### src/rtl/scan_display.sv
// rtl/scan_display.sv - 4-digit common-anode 7-segment scanner with frame snapshot, hold, zero blanking and blink
module scan_display #(
  parameter int SCAN_DIV  = 50000,
  parameter int BLINK_DIV = 64
) (
  input  logic       clk,
  input  logic       rst_n,
  input  logic [3:0] digit0,
  input  logic [3:0] digit1,
  input  logic [3:0] digit2,
  input  logic [3:0] digit3,
  input  logic       hold,
  input  logic       blank_lz,
  input  logic [3:0] blink_mask,
  input  logic [3:0] dp_mask,
  output logic [3:0] ssd_ctl,
  output logic [7:0] ssd_seg
);

  localparam int SCAN_W  = $clog2(SCAN_DIV);
  localparam int BLINK_W = (BLINK_DIV > 1) ? $clog2(BLINK_DIV) : 1;
  localparam logic [SCAN_W-1:0]  SCAN_LAST  = SCAN_W'(SCAN_DIV - 1);
  localparam logic [BLINK_W-1:0] BLINK_LAST = BLINK_W'(BLINK_DIV - 1);

  logic [SCAN_W-1:0]  scan_cnt_q, scan_cnt_d;
  logic [1:0]         sel_q, sel_d;
  logic [BLINK_W-1:0] blink_cnt_q, blink_cnt_d;
  logic               blink_phase_q, blink_phase_d;
  logic [3:0][3:0]    snap_q, snap_d;
  logic [3:0]         ssd_ctl_q, ssd_ctl_d;
  logic [7:0]         ssd_seg_q, ssd_seg_d;

  logic       scan_tick;
  logic       frame_end;
  logic [3:0] lz_blank;
  logic [3:0] cur_digit;
  logic       blanked;
  logic [6:0] seg_code;

  always_comb begin
    scan_tick     = (scan_cnt_q == SCAN_LAST);
    frame_end     = scan_tick && (sel_q == 2'd3);
    scan_cnt_d    = scan_tick ? '0 : scan_cnt_q + 1'b1;
    sel_d         = scan_tick ? sel_q + 2'd1 : sel_q;
    blink_cnt_d   = blink_cnt_q;
    blink_phase_d = blink_phase_q;
    if (scan_tick) begin
      if (blink_cnt_q == BLINK_LAST) begin
        blink_cnt_d   = '0;
        blink_phase_d = ~blink_phase_q;
      end else begin
        blink_cnt_d = blink_cnt_q + 1'b1;
      end
    end
    // Inputs are only captured at the frame boundary so a frame never tears.
    snap_d = snap_q;
    if (frame_end && !hold) begin
      snap_d = {digit3, digit2, digit1, digit0};
    end
  end

  always_comb begin
    cur_digit   = snap_q[sel_q];
    lz_blank[3] = blank_lz && (snap_q[3] == 4'd0);
    lz_blank[2] = lz_blank[3] && (snap_q[2] == 4'd0);
    lz_blank[1] = lz_blank[2] && (snap_q[1] == 4'd0);
    lz_blank[0] = 1'b0;
    blanked     = (blink_mask[sel_q] && blink_phase_q) || lz_blank[sel_q];
    case (cur_digit)
      4'd0:    seg_code = 7'h40;
      4'd1:    seg_code = 7'h79;
      4'd2:    seg_code = 7'h24;
      4'd3:    seg_code = 7'h30;
      4'd4:    seg_code = 7'h19;
      4'd5:    seg_code = 7'h12;
      4'd6:    seg_code = 7'h02;
      4'd7:    seg_code = 7'h78;
      4'd8:    seg_code = 7'h00;
      4'd9:    seg_code = 7'h10;
      default: seg_code = 7'h3F;
    endcase
    if (blanked) begin
      ssd_ctl_d = 4'hF;
      ssd_seg_d = 8'hFF;
    end else begin
      ssd_ctl_d        = 4'hF;
      ssd_ctl_d[sel_q] = 1'b0;
      ssd_seg_d        = {~dp_mask[sel_q], seg_code};
    end
  end

  always_ff @(posedge clk) begin
    if (!rst_n) begin
      scan_cnt_q    <= '0;
      sel_q         <= 2'd0;
      blink_cnt_q   <= '0;
      blink_phase_q <= 1'b0;
      snap_q        <= '0;
      ssd_ctl_q     <= 4'hF;
      ssd_seg_q     <= 8'hFF;
    end else begin
      scan_cnt_q    <= scan_cnt_d;
      sel_q         <= sel_d;
      blink_cnt_q   <= blink_cnt_d;
      blink_phase_q <= blink_phase_d;
      snap_q        <= snap_d;
      ssd_ctl_q     <= ssd_ctl_d;
      ssd_seg_q     <= ssd_seg_d;
    end
  end

  assign ssd_ctl = ssd_ctl_q;
  assign ssd_seg = ssd_seg_q;

endmodule

### config.mk
export PLATFORM = sky130hd
export DESIGN_NAME = scan_display
export DESIGN_NICKNAME = d
export VERILOG_FILES = /design/src/rtl/scan_display.sv
export SDC_FILE = /design/constraint.sdc
export NUM_CORES = 1
export LEC_CHECK = 0
export CAP_MARGIN = 15
export CORE_MARGIN = 1.5
export CORE_UTILIZATION = 30
export DETAILED_ROUTE_END_ITERATION = 8
export SLEW_MARGIN = 20
export SYNTH_ARGS = -nofsm -noshare
export SYNTH_HDL_FRONTEND = slang
export SYNTH_SLANG_ARGS = --single-unit
### constraint.sdc
create_clock -name clk -period 2.2 [get_ports clk]
set_input_delay 0.33 -clock clk [delete_from_list [all_inputs] [get_ports clk]]
set_output_delay 0.33 -clock clk [all_outputs]
set_load 0.1 [all_outputs]
==> results of run 1 <==
stage by stage:
stage / utilization, % / hold WS (ps) / power, uW / instance area (um^2)
after global placement: 37.79 / 444.3 / 1161 / 2965
final: 38.98 / 476.3 / 1703 / 3059
after floorplan: - / 430.3 / 1087 / 2481
after detailed placement: 37.79 / 457.6 / 1161 / 2965
after global routing: 38.98 / 520.9 / 1778 / 3059
after CTS: 38.98 / 481.3 / 1730 / 3059
final cells by class:
cell class              instances  area [um^2]
inverters                       9        33.78
well taps                     102        127.6
clock buffers                   5        68.82
flip-flops and latches         53         1061
multi-input cells             176         1318
fillers                       796         4788
clock inverters                 3        25.02
repair buffers                 46        425.4
flip-flops by register name, indices dropped and copies added (netlist names):
| register | count |
|---|---|
| snap_q | 16 |
| scan_cnt_q | 16 |
| blink_cnt_q | 6 |
| ssd_seg | 8 |
| ssd_ctl | 4 |
| blink_phase_q | 1 |
| sel_q | 2 |
path summary, 6_finish.rpt:
kind                  from       endpoint
min          scan_cnt_q[0]  scan_cnt_q[0]
min reg2reg  scan_cnt_q[0]  scan_cnt_q[0]
max               sel_q[0]     ssd_seg[3]
max reg2reg       sel_q[0]     ssd_seg[3]
logic make-up (layout without fill, tap and decap cells):
kind of cell	after synthesis	in the layout	share of synthesized area [%]
DFF	53	53	42.76
buffers and inverters	19	63	4.135
muxes	28	28	13.97
and+or+nand+nor	103	103	23.25
adders and majority gates	11	11	5.547
AOI/OAI and AO/OA	18	18	4.689
xor gates and xnor gates	16	16	5.648
cells in the final DEF, fill, tap and decap left out, types with 4 or more instances in the layout:
| cell type | count |
|---|---|
| and3_1 | 6 |
| buf_4 | 18 |
| clkbuf_8 | 5 |
| clkdlybuf4s50_1 | 27 |
| dfxtp_1 | 53 |
| ha_1 | 11 |
| inv_1 | 9 |
| mux2i_1 | 20 |
| mux4_2 | 4 |
| nand2_1 | 20 |
| nand3_1 | 14 |
| nor2_1 | 23 |
| nor2b_1 | 19 |
| o21ai_0 | 5 |
| xnor2_1 | 8 |
| xor2_1 | 8 |
worst max-delay path, cell delays in order (launching register included):
cell and delay (ps):
dfxtp_1 570, mux4_2 610, inv_1 150, ha_1 140, inv_1 30, or2_2 290, nand2_1 70, nand3_1 80
per-layer routing:
layer	vias to the layer above	track usage, %	share of wire, %
li1	930	-	-
met1	795	15.97	53
met2	43	16.43	40
met3	6	2.832	5.2
met4	0	4.478	1.9
met5	-	0	0
power by group through the flow:
stage | Sequential, uW | Combinational [uW] | Clock [uW]
global placement | 1000 | 161 | 0
CTS | 978 | 161 | 591
global route | 980 | 168 | 630
floorplan | 1060 | 29.0 | 0
detailed placement | 1000 | 160 | 0
finish | 978 | 159 | 566
==> key figures, run 1 <==
Clock network
  – Clock transition at path regs: 100 ps
  – CTS tree: done
  – Maximum root-to-sink buffer count: 2
  – Post-CTS resize count: 0
  – Setup bufs post-CTS: 0
  – CTS Buf Count: 5
  – H-tree Lvls: 2
  – Root Buffer: clkbuf_8
  – Clk Latency, worst-skew pair: 310 ps
  – Hold-fix buffers, CTS: 0
  – # clock sinks: 53

Global routing
  – Vias in the first global route: 1636
  – Gr usage total: 11.33%
  – Largest net degree at the start of global routing: 19
  – Overflow after GRT: 0
  – Initial antenna violation count: 0
  – First-pass GRT wire length: 7797 um

Drt
  – DR WL/cell: 11.96 um
  – Remaining DRCs: 0
  – DRT iter0 DRCs: 56
  – First-pass DRT Iterations: 4
  – Avg Vias per Cell: 4.503
  – Post-Route WL: 4711 um
  – Detail Route Antenna Nets: 0
  – Vias after detailed routing: 1774

Power and ir drop
  – Power share of the clock group: 33.2%
  – Power per Cell Area: 556.6 nW/um^2
  – Sw power: 431.5 uW
  – Leakage power: 0.001117 uW
  – Int Power: 1271 uW
  – Flop pwr share: 57.4%
  – Net Sw Frac: 25.34%
  – Worst VDD drop: 280.2 uV
  – Combinational Power Share: 9.3%

Synth
  – Ranking of synthesized cells by area: dfxtp_1 (43%), mux2i_1 (8.1%), ha_1 (5.5%)
  – Synth Warn #: 0
  – Async S/R FF share, synth: 0%
  – Main flop type after synthesis: dfxtp_1
  – Post-synthesis net count: 287
  – Post-synthesis cell type count: 40
  – Sequential-to-total area share from yosys stat: 42.76%
  – Top-area cell type share of the netlist area: 42.76%
  – Synth Register Bits: 53
  – Most common cell in the netlist: dfxtp_1
  – Post-synth EDFFs: 0
  – Most frequent cells after synthesis: dfxtp_1 (53), nor2_1 (23), mux2i_1 (20), nand2_1 (20), nor2b_1 (19)
  – Syn_area_per_cell: 10.00 um^2
  – Post-Synthesis Cell Area: 2481 um^2
  – Synthesized instance count: 248
  – Cell accounting for the most synthesized area: dfxtp_1

STA
  – Tcrit/Tclk final: 93.22%
  – Max_slew headroom: 66.06%
  – Clock Skew: 10.17 ps
  – Total negative setup slack: 0 ps
  – Fin. Hold Viols: 0
  – Worst-Margin Slew: 507.8 ps
  – RSZ-0062 raised after global routing: no
  – Final worst slack: 149.2 ps
  – Shortest period the worst path allows: 2051 ps
  – Fmax achieved: 0.4876 GHz
  – Setup violators final: 0
  – Max-slew violations: 0

Worst setup path
  – Internal reg-to-reg setup slack: 150 ps
  – Crit path kind: flop to flop
  – Crit start category: flop
  – Worst path arrival time: 2240 ps
  – Worst-path maximum fanout: 9
  – Cells on worst reg2reg path: 7
  – CP required: 2390 ps
  – Crit. End Element: flop

Die
  – Total I/O pin count: 40
  – Core box area: 7848 um^2
  – Die ar.: 8825 um^2
  – Num rows: 32
  – Die Ht: 93.94 um
  – Die Width: 93.94 um
  – Initial Util: 31.62%

Final layout
  – Inserted Diodes: 0
  – Nets: 330
  – P&R area growth vs syn: 23.30%
  – Fin cells: 394
  – Share of cells above drive strength 1: 13.70%

Worst hold path
  – Hold path depth: 1
  – Hold Crit Class: flop to flop

Placement
  – Worst slack at placement: 157.7 ps
  – Number of port buffers: 39
  – Placed cells: 386
  – Dpl hpwl: 3473 um
  – Gp weighted congestion: 0.7610

Status
  – Status: finished clean

Flow run
  – # Max-Cap Violations: 0
(Power assumes the default switching activity.)
==> inputs of run 2 (changes only) <==
--- a/config.mk
+++ b/config.mk
@@ -9,7 +9,7 @@
 export CORE_MARGIN = 1.5
 export CORE_UTILIZATION = 30
 export DETAILED_ROUTE_END_ITERATION = 8
-export SLEW_MARGIN = 20
+export PLACE_DENSITY = 0.61
 export SYNTH_ARGS = -nofsm -noshare
 export SYNTH_HDL_FRONTEND = slang
 export SYNTH_SLANG_ARGS = --single-unit
==> run 2 against run 1 <==
Net effect: power up 6.6%; clock power up 20%; register-to-register slack improved by 170 ps; utilization increased by 0.29 points; sequential share of layout area shrank 0.25 points; final area grew 0.74%; die area unchanged; worst setup slack gained 170 ps; clock skew decreased by 4.2 ps.
==> key figures, run 2 (synthesis results as in run 1) <==
Power and ir drop
  – Worst VDD drop: 230.3 uV
  – Combinational Power Share: 8.6%
  – Power per Cell Area: 589.2 nW/um^2
  – Sw power: 404.7 uW
  – Leakage power: 0.001131 uW
  – Int Power: 1411 uW
  – Flop pwr share: 53.8%
  – Net Sw Frac: 22.29%
  – Power share of the clock group: 37.5%

Drt
  – Vias after detailed routing: 1785
  – Post-Route WL: 4652 um
  – Avg Vias per Cell: 4.530
  – First-pass DRT Iterations: 4
  – DR WL/cell: 11.81 um
  – Remaining DRCs: 0
  – DRT iter0 DRCs: 86
  – Detail Route Antenna Nets: 0

Global routing
  – Largest net degree at the start of global routing: 27
  – Gr usage total: 11.28%
  – Overflow after GRT: 0
  – First-pass GRT wire length: 7921 um
  – Vias in the first global route: 1710
  – Initial antenna violation count: 0

Placement
  – Worst slack at placement: 264.6 ps
  – Placed cells: 386
  – Dpl hpwl: 3449 um
  – Number of port buffers: 39
  – Gp weighted congestion: 0.7530

Final layout
  – FF+latch area: 1061 um^2
  – Fin cells: 394
  – Footprint of the multi-input gates: 1318 um^2
  – Share of cells above drive strength 1: 13.36%
  – Fillcell total: 780
  – Inserted Diodes: 0
  – Most common cell after layout, fill and taps aside: dfxtp_1
  – Final Core Density: 39.27%
  – Most frequent cells in the layout: dfxtp_1 (53), clkdlybuf4s50_1 (27), nor2_1 (23)
  – Nets: 330
  – P&R area growth vs syn: 24.21%

Worst setup path
  – CP top delay family: multiplexers
  – Worst-path maximum fanout: 12
  – Worst path arrival time: 2070 ps
  – Critical path buffers and inverters: 2
  – Critical-path cell list: buf_4 > mux4_2 > nand2_1 > nand2_1 > a31oi_1 > buf_4 > nand3_1
  – Largest stage delay, worst path: 520 ps
  – Critical-path top delay cell: mux4_2
  – Crit start category: flop
  – Crit path kind: flop to flop
  – Crit. End Element: flop
  – CP required: 2390 ps

Flow run
  – # Max-Cap Violations: 0

Clock network
  – Clk Latency, worst-skew pair: 300 ps
  – Maximum root-to-sink buffer count: 2
  – # clock sinks: 53
  – Post-CTS resize count: 0
  – CTS Buf Count: 5
  – H-tree Lvls: 2
  – Root Buffer: clkbuf_8
  – CTS tree: done
  – Hold-fix buffers, CTS: 0
  – Setup bufs post-CTS: 0
  – Clock transition at path regs: 90 ps

Die
  – Core box area: 7848 um^2
  – Initial Util: 31.62%
  – Die Width: 93.94 um
  – Die Ht: 93.94 um
  – Num rows: 32
  – Total I/O pin count: 40
  – Die ar.: 8825 um^2

STA
  – RSZ-0062 raised after global routing: no
  – Max-slew violations: 0
  – Final worst slack: 320.5 ps
  – Tcrit/Tclk final: 85.43%
  – Max_slew headroom: 66.57%
  – Clock Skew: 5.972 ps
  – Worst-Margin Slew: 500.3 ps
  – Shortest period the worst path allows: 1879 ps
  – Total negative setup slack: 0 ps
  – Final hold slack: 472.4 ps
  – Fin. Hold Viols: 0
  – Fmax achieved: 0.5321 GHz
  – Setup violators final: 0

Worst hold path
  – Hold Crit Class: flop to flop

Status
  – Status: finished clean
==> run 2: cell types whose count changed in the layout (fill, tap and decap cells not counted) <==
cell | previous run | this run
clkinv_4 | 1 | 0
inv_6 | 1 | 0
clkbuf_1 | 0 | 1
clkinvlp_4 | 1 | 0
bufinv_16 | 0 | 1
clkbuf_8 | 5 | 6
==> run 2: metrics by stage <==
| step | total power, uW | cell area, um^2 |
|---|---|---|
| 2_1_floorplan | 1087 | 2481 |
| 4_1_cts | 1845 | 3082 |
| 5_1_grt | 1892 | 3082 |
| 3_5_place_dp | 1159 | 2965 |
| 6_report | 1816 | 3082 |
| 3_3_place_gp | 1158 | 2965 |
==> run 2: worst paths after layout <==
path	from	to	slack, ps	depth (start not counted)
max	sel_q[0]	ssd_seg[1]	320	7
min	scan_cnt_q[0]	scan_cnt_q[0]	470	1
max reg2reg	sel_q[0]	ssd_seg[1]	320	7
min reg2reg	scan_cnt_q[0]	scan_cnt_q[0]	470	1
==> run 2: power by group through the flow <==
| stage | combinational (uW) | clock [uW] | sequential (uW) |
|---|---|---|---|
| after detailed placement | 158 | 0 | 1000 |
| after CTS | 158 | 708 | 978 |
| after global routing | 165 | 748 | 979 |
| final | 157 | 681 | 978 |
| after global placement | 157 | 0 | 1000 |
| after floorplan | 29.0 | 0 | 1060 |
==> run 2: final cells by class <==
class / instances / area share, %
clock buffer: 7 / 2.801
clock inverter: 1 / 0.9744
inverter: 9 / 1.096
multi-input combinational: 176 / 42.75
sequential: 53 / 34.43
tap: 102 / 4.141
timing repair buffer: 46 / 13.80
==> run 2: routing by layer <==
metal  GRT usage [%]  vias up  wire [um]
met5               0        -          0
met4           4.104        0         23
met3           2.508        3        195
met2           16.73       37       1931
met1           15.94      814       2501
li1                -      931          -
==> inputs of run 3 (changes only) <==
--- a/config.mk
+++ b/config.mk
@@ -5,8 +5,7 @@
 export SDC_FILE = /design/constraint.sdc
 export NUM_CORES = 1
 export LEC_CHECK = 0
-export CAP_MARGIN = 15
-export CORE_MARGIN = 1.5
+export CAP_MARGIN = 5
 export CORE_UTILIZATION = 30
 export DETAILED_ROUTE_END_ITERATION = 8
 export PLACE_DENSITY = 0.61
==> run 3 against run 2 <==
Net effect: die area decreased by 2.1%; global-route usage about the same; register-to-register slack got worse by 110 ps; largest cell class unchanged; non-clock buffer count up 1; clock skew grew 11 ps; hold slack lost 2.0 ps; clock power fell by 17%; via count increased by 1.3%.
==> key figures, run 3 (synthesis results as in run 1) <==
Global routing
  – First-pass GRT wire length: 7755 um
  – Largest net degree at the start of global routing: 19
  – Vias in the first global route: 1701
  – Gr usage total: 11.33%
  – Initial antenna violation count: 0
  – Overflow after GRT: 0

Clock network
  – # clock sinks: 53
  – Root Buffer: clkbuf_8
  – Hold-fix buffers, CTS: 0
  – Clock transition at path regs: 110 ps
  – Clk Latency, worst-skew pair: 310 ps
  – Maximum root-to-sink buffer count: 2
  – H-tree Lvls: 2
  – Post-CTS resize count: 0
  – CTS tree: done
  – Setup bufs post-CTS: 0
  – CTS Buf Count: 5

Final layout
  – Final Core Density: 39.08%
  – P&R area growth vs syn: 23.60%
  – Inserted Diodes: 0
  – Share of cells above drive strength 1: 13.99%
  – Fillcell total: 805
  – Nets: 331
  – Most common cell after layout, fill and taps aside: dfxtp_1
  – FF+latch area: 1061 um^2
  – Footprint of the multi-input gates: 1318 um^2
  – Most frequent cells in the layout: dfxtp_1 (53), clkdlybuf4s50_1 (27), nor2_1 (23)
  – Post-route cell area: 3067 um^2

STA
  – Clock Skew: 17.04 ps
  – Max_slew headroom: 66.83%
  – RSZ-0062 raised after global routing: no
  – Total negative setup slack: 0 ps
  – Shortest period the worst path allows: 1990 ps
  – Setup violators final: 0
  – Fin. Hold Viols: 0
  – Max-slew violations: 0
  – Tcrit/Tclk final: 90.47%
  – Fmax achieved: 0.5024 GHz
  – Worst-Margin Slew: 496.4 ps

Drt
  – DR WL/cell: 11.70 um
  – Remaining DRCs: 0
  – Detail Route Antenna Nets: 0
  – Vias after detailed routing: 1808
  – Post-Route WL: 4621 um
  – DRT iter0 DRCs: 61
  – First-pass DRT Iterations: 4
  – Avg Vias per Cell: 4.577

Power and ir drop
  – Power per Cell Area: 553.3 nW/um^2
  – Total power: 1697 uW
  – Worst VDD drop: 308.4 uV
  – Leakage power: 0.001122 uW

Worst setup path
  – Crit. End Element: flop
  – Crit path launch: sel_q[0]
  – Largest stage delay, worst path: 520 ps
  – Crit path kind: flop to flop
  – Critical-path top delay cell: mux4_2
  – Critical path buffers and inverters: 2
  – CP required: 2390 ps
  – Worst path arrival time: 2180 ps
  – CP top delay family: multiplexers
  – Critical-path cell list: buf_4 > mux4_2 > nand2_1 > nand2_1 > a31oi_1 > buf_4 > nand3_1
  – Worst r2r src: sel_q[0]
  – Worst-path maximum fanout: 12
  – Crit start category: flop

Die
  – Die Width: 92.94 um
  – Die Ht: 92.94 um
  – Total I/O pin count: 40
  – Die ar.: 8638 um^2
  – Core box area: 7848 um^2
  – Num rows: 32
  – Initial Util: 31.62%

Placement
  – Gp weighted congestion: 0.7740
  – Dpl hpwl: 3520 um
  – Post-DP Area: 2973 um^2
  – Number of port buffers: 39

Worst hold path
  – Hold Crit Start: scan_cnt_q[0]
  – Hold Crit Class: flop to flop

Flow run
  – # Max-Cap Violations: 0

Status
  – Status: finished clean
==> run 3: path summary, 6_finish.rpt <==
check / slack, ps / to / cells after the start
min: 470 / scan_cnt_q[0] / 1
min reg2reg: 470 / scan_cnt_q[0] / 1
max: 210 / ssd_seg[5] / 7
max reg2reg: 210 / ssd_seg[5] / 7
==> run 3: final cells by class <==
type,instances,area share (%)
well taps,102,4.162
multi-input cells,176,42.96
flip-flops and latches,53,34.60
clock buffers,5,2.244
clock inverters,3,0.8160
inverters,9,1.102
repair buffers,47,14.12
==> run 3: through the flow <==
step | hold WS, ps | std cells | setup slack [ps]
after floorplan | 430.3 | 248 | 227.8
after global placement | 446.9 | 387 | 258.4
after detailed placement | 456.4 | 387 | 240.4
after CTS | 480.2 | 395 | 224.9
after global routing | 525.9 | 395 | 98.91
final | 470.4 | 395 | 209.6
==> run 3: power breakdown <==
part	leakage (uW)	internal [uW]	switching [uW]
Clock	0.0000447	230	332
Sequential	0.000430	971	6.32
Combinational	0.000647	69.4	87.7
==> run 3: worst reg2reg max path, cell delays in order, from the launching register on <==
cell and delay, ps:
dfxtp_1 480, buf_4 230, mux4_2 530, nand2_1 90, nand2_1 50, a31oi_1 200, buf_4 210, nand3_1 80
==> run 3: per-layer routing <==
| metal | up-vias | GRT usage [%] | share of wire [%] |
|---|---|---|---|
| met5 | - | 0 | 0 |
| met1 | 828 | 15.39 | 51 |
| met4 | 0 | 3.462 | 1.1 |
| met2 | 44 | 17.89 | 43 |
| met3 | 5 | 2.381 | 4.5 |
| li1 | 931 | - | - |
